<file path="src/rtl/multicycle_control_unit.sv">
// Multicycle MIPS-subset control FSM: sequences fetch/decode/execute/memory/write-back,
// stalls on the memory ready handshake and traps on illegal opcodes or memory timeout.
module multicycle_control_unit #(
  parameter int unsigned ALUOP_W = 3,
  parameter int unsigned WAIT_W  = 4,
  parameter int unsigned TIMEOUT = 15
) (
  input  logic               clk,
  input  logic               reset,
  input  logic [5:0]         opcode,
  input  logic [5:0]         funct,
  input  logic               zero,
  input  logic               mem_ready,
  output logic               pc_write,
  output logic               ir_write,
  output logic               iord,
  output logic               mem_read,
  output logic               mem_write,
  output logic               mem_to_reg,
  output logic               reg_dst,
  output logic               reg_write,
  output logic               alu_src_a,
  output logic [1:0]         alu_src_b,
  output logic [ALUOP_W-1:0] alu_op,
  output logic [1:0]         pc_source,
  output logic [3:0]         state,
  output logic               instr_done,
  output logic               illegal_op,
  output logic               mem_timeout
);

  typedef enum logic [3:0] {
    S_FETCH    = 4'd0,
    S_DECODE   = 4'd1,
    S_MEM_ADDR = 4'd2,
    S_MEM_RD   = 4'd3,
    S_MEM_WB   = 4'd4,
    S_MEM_WR   = 4'd5,
    S_R_EXEC   = 4'd6,
    S_R_WB     = 4'd7,
    S_BRANCH   = 4'd8,
    S_JUMP     = 4'd9,
    S_I_EXEC   = 4'd10,
    S_I_WB     = 4'd11,
    S_TRAP     = 4'd12
  } state_t;

  localparam logic [5:0] OP_RTYPE = 6'b000000;
  localparam logic [5:0] OP_LW    = 6'b100011;
  localparam logic [5:0] OP_SW    = 6'b101011;
  localparam logic [5:0] OP_BEQ   = 6'b000100;
  localparam logic [5:0] OP_J     = 6'b000010;
  localparam logic [5:0] OP_ADDI  = 6'b001000;
  localparam logic [5:0] OP_ORI   = 6'b001101;
  localparam logic [5:0] OP_ANDI  = 6'b001100;
  localparam logic [5:0] OP_SLTI  = 6'b001010;

  state_t            state_q, state_d;
  logic [WAIT_W-1:0] wait_cnt;
  logic              illegal_q, timeout_q;
  logic              set_illegal, set_timeout;
  logic              in_wait, timed_out;
  logic [2:0]        aop;

  assign in_wait   = (state_q == S_FETCH) || (state_q == S_MEM_RD) || (state_q == S_MEM_WR);
  // ready on the TIMEOUT cycle takes priority over the trap
  assign timed_out = !mem_ready && (wait_cnt == WAIT_W'(TIMEOUT));

  always_ff @(posedge clk) begin
    if (reset) begin
      state_q   <= S_FETCH;
      wait_cnt  <= '0;
      illegal_q <= 1'b0;
      timeout_q <= 1'b0;
    end else begin
      state_q <= state_d;
      if (state_d != state_q)
        wait_cnt <= '0;
      else if (in_wait && !mem_ready)
        wait_cnt <= wait_cnt + WAIT_W'(1);
      if (set_illegal)
        illegal_q <= 1'b1;
      if (set_timeout)
        timeout_q <= 1'b1;
    end
  end

  always_comb begin
    state_d     = state_q;
    set_illegal = 1'b0;
    set_timeout = 1'b0;
    pc_write    = 1'b0;
    ir_write    = 1'b0;
    iord        = 1'b0;
    mem_read    = 1'b0;
    mem_write   = 1'b0;
    mem_to_reg  = 1'b0;
    reg_dst     = 1'b0;
    reg_write   = 1'b0;
    alu_src_a   = 1'b0;
    alu_src_b   = 2'b00;
    aop         = 3'b000;
    pc_source   = 2'b00;
    instr_done  = 1'b0;

    case (state_q)
      S_FETCH: begin
        mem_read  = 1'b1;
        alu_src_b = 2'b01;
        if (mem_ready) begin
          ir_write = 1'b1;
          pc_write = 1'b1;
          state_d  = S_DECODE;
        end else if (timed_out) begin
          mem_read    = 1'b0;
          set_timeout = 1'b1;
          state_d     = S_TRAP;
        end
      end
      S_DECODE: begin
        alu_src_b = 2'b11;
        case (opcode)
          OP_RTYPE: begin
            if (funct != 6'd0) begin
              state_d = S_R_EXEC;
            end else begin
              instr_done = 1'b1;
              state_d    = S_FETCH;
            end
          end
          OP_LW, OP_SW:                       state_d = S_MEM_ADDR;
          OP_BEQ:                             state_d = S_BRANCH;
          OP_J:                               state_d = S_JUMP;
          OP_ADDI, OP_ORI, OP_ANDI, OP_SLTI:  state_d = S_I_EXEC;
          default: begin
            set_illegal = 1'b1;
            state_d     = S_TRAP;
          end
        endcase
      end
      S_MEM_ADDR: begin
        alu_src_a = 1'b1;
        alu_src_b = 2'b10;
        state_d   = (opcode == OP_LW) ? S_MEM_RD : S_MEM_WR;
      end
      S_MEM_RD: begin
        mem_read = 1'b1;
        iord     = 1'b1;
        if (mem_ready) begin
          state_d = S_MEM_WB;
        end else if (timed_out) begin
          mem_read    = 1'b0;
          set_timeout = 1'b1;
          state_d     = S_TRAP;
        end
      end
      S_MEM_WB: begin
        reg_write  = 1'b1;
        mem_to_reg = 1'b1;
        instr_done = 1'b1;
        state_d    = S_FETCH;
      end
      S_MEM_WR: begin
        mem_write = 1'b1;
        iord      = 1'b1;
        if (mem_ready) begin
          instr_done = 1'b1;
          state_d    = S_FETCH;
        end else if (timed_out) begin
          mem_write   = 1'b0;
          set_timeout = 1'b1;
          state_d     = S_TRAP;
        end
      end
      S_R_EXEC: begin
        alu_src_a = 1'b1;
        aop       = 3'b010;
        state_d   = S_R_WB;
      end
      S_R_WB: begin
        reg_write  = 1'b1;
        reg_dst    = 1'b1;
        instr_done = 1'b1;
        state_d    = S_FETCH;
      end
      S_I_EXEC: begin
        alu_src_a = 1'b1;
        alu_src_b = 2'b10;
        case (opcode)
          OP_ORI:  aop = 3'b001;
          OP_ANDI: aop = 3'b011;
          OP_SLTI: aop = 3'b111;
          default: aop = 3'b000;
        endcase
        state_d = S_I_WB;
      end
      S_I_WB: begin
        reg_write  = 1'b1;
        instr_done = 1'b1;
        state_d    = S_FETCH;
      end
      S_BRANCH: begin
        alu_src_a  = 1'b1;
        aop        = 3'b110;
        pc_source  = 2'b01;
        pc_write   = zero;
        instr_done = 1'b1;
        state_d    = S_FETCH;
      end
      S_JUMP: begin
        pc_source  = 2'b10;
        pc_write   = 1'b1;
        instr_done = 1'b1;
        state_d    = S_FETCH;
      end
      S_TRAP:  state_d = S_TRAP;
      default: state_d = S_TRAP;
    endcase

    alu_op = ALUOP_W'(aop);

    // outputs are quiet for the whole reset cycle, even before the state register clears
    if (reset) begin
      pc_write   = 1'b0;
      ir_write   = 1'b0;
      iord       = 1'b0;
      mem_read   = 1'b0;
      mem_write  = 1'b0;
      mem_to_reg = 1'b0;
      reg_dst    = 1'b0;
      reg_write  = 1'b0;
      alu_src_a  = 1'b0;
      alu_src_b  = 2'b00;
      alu_op     = '0;
      pc_source  = 2'b00;
      instr_done = 1'b0;
    end
  end

  assign state       = reset ? 4'd0 : state_q;
  assign illegal_op  = illegal_q & ~reset;
  assign mem_timeout = timeout_q & ~reset;

endmodule
</file>
<file path="config.mk">
export PLATFORM = sky130hd
export DESIGN_NAME = multicycle_control_unit
export DESIGN_NICKNAME = d
export VERILOG_FILES = /design/src/rtl/multicycle_control_unit.sv
export SDC_FILE = /design/constraint.sdc
export NUM_CORES = 1
export LEC_CHECK = 0
export ABC_AREA = 1
export BUFFER_PORTS_ARGS = -buffer_cell sky130_fd_sc_hd__buf_2
export CORE_UTILIZATION = 35
export CTS_BUF_LIST = sky130_fd_sc_hd__clkbuf_16
export CTS_CLUSTER_SIZE = 25
export DETAILED_ROUTE_END_ITERATION = 8
export PLACE_DENSITY_LB_ADDON = 0.15
export SYNTH_ARGS = -nofsm -noshare
export SYNTH_HDL_FRONTEND = slang
export SYNTH_SLANG_ARGS = --single-unit
</file>
<file path="constraint.sdc">
create_clock -name clk -period 2.65 [get_ports clk]
set_clock_uncertainty 0.15 [all_clocks]
set_input_delay 0.6625 -clock clk [delete_from_list [all_inputs] [get_ports clk]]
set_output_delay 0.6625 -clock clk [all_outputs]
set_load 0.01 [all_outputs]
</file>
==> impl_results.md <==
- DR DRC count: 0
- CTS Root Cell: clkbuf_16
- Worst-Skew Late Latency: 0.23 ns
- Syn Area/Cell: 6.021 um2
- Top cells by area, synth: dfxtp_1, nor2_1, nand2_1
- Portion of the post-synthesis area used by sequential elements: 15.98%
- Pin count of the biggest net entering global routing: 17
- Tightest Hold Check Type: flip-flop to flip-flop
- Nets in the synthesized netlist: 225
- Clock period minus final worst setup slack: 2.605 ns
- Nature of the critical path startpoint: primary input
- Max Cap Violations: 0
- Initial DRC Count: 71
- Slew Limit Headroom: 73.56%
- Fin util: 46.40%
- Synthesis-to-layout area growth: 25.57%
- Via count: 1377
- R2R cell count: 9
- Proportion of layout cells with a drive suffix above 1: 34.41%
- Core outline area: 0.003390 mm2
- Kind of critical path: primary input to primary output
- First-pass GRT wire length: 4.747 mm
- Die footprint: 0.003822 mm2
- Number of antenna violations at the first check in global routing: 0
- Worst hold slack: 0.3078 ns
- Aggregate global-route resource usage: 16.52%
- Source of the worst register-to-register timing path: wait_cnt[0]
- Final critical-path setup slack: 0.04466 ns
- Post-placement worst setup slack: 0.1334 ns
- Worst slew pin tran: 0.3961 ns
- Library cell occupying the most area in the post-synthesis netlist: dfxtp_1
- Number of sinks handled by clock tree synthesis: 10
- Fin area: 0.001573 mm2
- Register-to-Register Setup Slack: 0.79 ns
- Worst R2R End: wait_cnt[0]
- Total power divided by cell area: 531.4 mW/mm2
- Routed via count divided by cell count: 4.700
- Global placer's final weighted congestion: 0.7731
- CTS H-Tree Depth: 1
- Post-DRT Antenna Nets: 0
- Area of placed instances: 0.001496 mm2
- Startpoint of the most critical setup path: opcode[3]
- Leading cell type by number of instances after synthesis: nor2_1
- Most used flip-flop cell after synthesis: dfxtp_1
- Area share of the largest cell type after synthesis: 15.98%
- Syn. warnings: 0
- Number of pins exceeding their max-slew limit in the final report: 0
- Clock tree from TritonCTS: yes
- Initial Util: 36.95%
- Top cell types by occurrence after synthesis: nor2_1, nand2_1, inv_1
- Clk buf depth: 2
- Horiz. Die Dim: 61.82 um
- Count of buffers added by post-CTS timing repair for setup: 0
- Outcome: completed
- Row cnt: 21
- Overall power of the completed layout: 0.0008357 W
- GRT overflow: 0
- Post-DP HPWL: 2.551 mm
- Number of enable-type register cells in the synthesized netlist: 0
- CP Capture Point: alu_op[2]
- DRT Wirelength: 3.062 mm
- Required time at the worst-slack endpoint: 1.84 ns
- Clock-pin slew of the registers on the worst-case setup and hold paths: 0.04 ns
- Mapped cell area: 0.001252 mm2
- Unique cell type count in the Yosys netlist: 34
- # setup viols final: 0
- Instance count of the mapped netlist: 208
- Number of search-and-repair iterations in the first detailed-routing pass: 4
- Setup repair after global routing missed its margin: true
- Final layout net count: 266
- Wire length per cell: 10.45 um
- Highest net fanout along the worst path: 5
- Endpoints failing hold: 0
- Top-level I/O count: 39
- Endpoint class of the critical path: primary output
- Endpoint arrival time on the critical path: 1.79 ns
- Antenna fix cells: 0
- Proportion of synthesized flip-flops having asynchronous set or reset: 0%
- Height of the chip: 61.82 um
- Pleak: 0.8405 nW
- IO Port Bufs: 38
- Max rail drop VDD: 266.2 uV
- Post-route fraction of the period consumed by the critical path: 98.31%
- Upper clock frequency limit: 0.3838 GHz
- Number of global-route vias before repair: 1139
- Num CTS Buffers: 3
- Synthesized flop and latch total: 10
[worst min path at each step]
stage | from | to | slack (ns) | cells past startpoint
after floorplan | illegal_q | illegal_q | 0.29 | 2
after global placement | illegal_q | illegal_q | 0.30 | 2
after detailed placement | illegal_q | illegal_q | 0.31 | 2
after CTS | illegal_q | illegal_q | 0.31 | 2
after global routing | illegal_q | illegal_q | 0.33 | 2
final | illegal_q | illegal_q | 0.31 | 2
[repair_timing]
item	CTS	global route
resized for setup	0	1
hold buffers	0	0
setup endpoints to repair	0	1
[where the power goes]
group / internal (W) / switching, W / total (W) / leakage, nW
Sequential: 0.000166 / 0.0000223 / 0.000188 / 0.0812
Combinational: 0.000138 / 0.000247 / 0.000385 / 0.722
Clock: 0.000195 / 0.0000670 / 0.000262 / 0.0370
Total: 0.000499 / 0.000336 / 0.000836 / 0.840
[metal layers]
metal | vias up | GRT usage (%) | share of wire [%]
li1 | 739 | - | -
met1 | 606 | 21.49 | 49
met2 | 30 | 28.11 | 47
met3 | 2 | 3.727 | 3.6
met4 | 0 | 3.175 | 0.91
met5 | - | 0 | 0
[flip-flops by register name (all words and copies together) (netlist names)]
register	count
illegal_q	1
timeout_q	1
state_q	4
wait_cnt	4
[worst max-delay path, stage by stage]
cell and delay [ns]:
buf_2 0.12, inv_1 0.04, nor2_1 0.17, nand3_1 0.17, a2111oi_1 0.42, buf_2 0.21
[per-stage QoR]
stage,setup TNS (ns),cells
after floorplan,0,208
after global placement,0,290
after detailed placement,0,290
after CTS,0,293
after global routing,-0.05917,293
final,0,293
[placed cells by master (no fill, tap or decap), types with 3 or more instances in the layout]
cell	n
a21oi_1	9
buf_2	38
buf_4	3
clkbuf_16	3
dfxtp_1	10
inv_1	26
inv_2	8
nand2_1	34
nand2_2	5
nand2_4	6
nand3_1	22
nor2_1	35
nor2_2	6
nor2_4	8
nor3_1	7
nor3_2	4
o21ai_0	3
[layout make-up]
cell class	instances	area [um2]
Fill cell	399	1817
Multi-Input combinational cell	156	880.8
Inverter	37	146.4
Tap cell	46	57.56
Clock buffer	3	75.07
Timing Repair Buffer	41	212.7
Sequential cell	10	200.2
[kinds of logic after synthesis]
kind of cell,Yosys count,share of synthesized area (%)
xor gates and xnor gates,3,2.098
DFF,10,15.98
adders and majority gates,1,0.9988
and+or+nand+nor,132,57.74
AOI/OAI and AO/OA,20,9.390
buffers and inverters,42,13.79
Note: power is estimated with default switching activity, not from simulation.
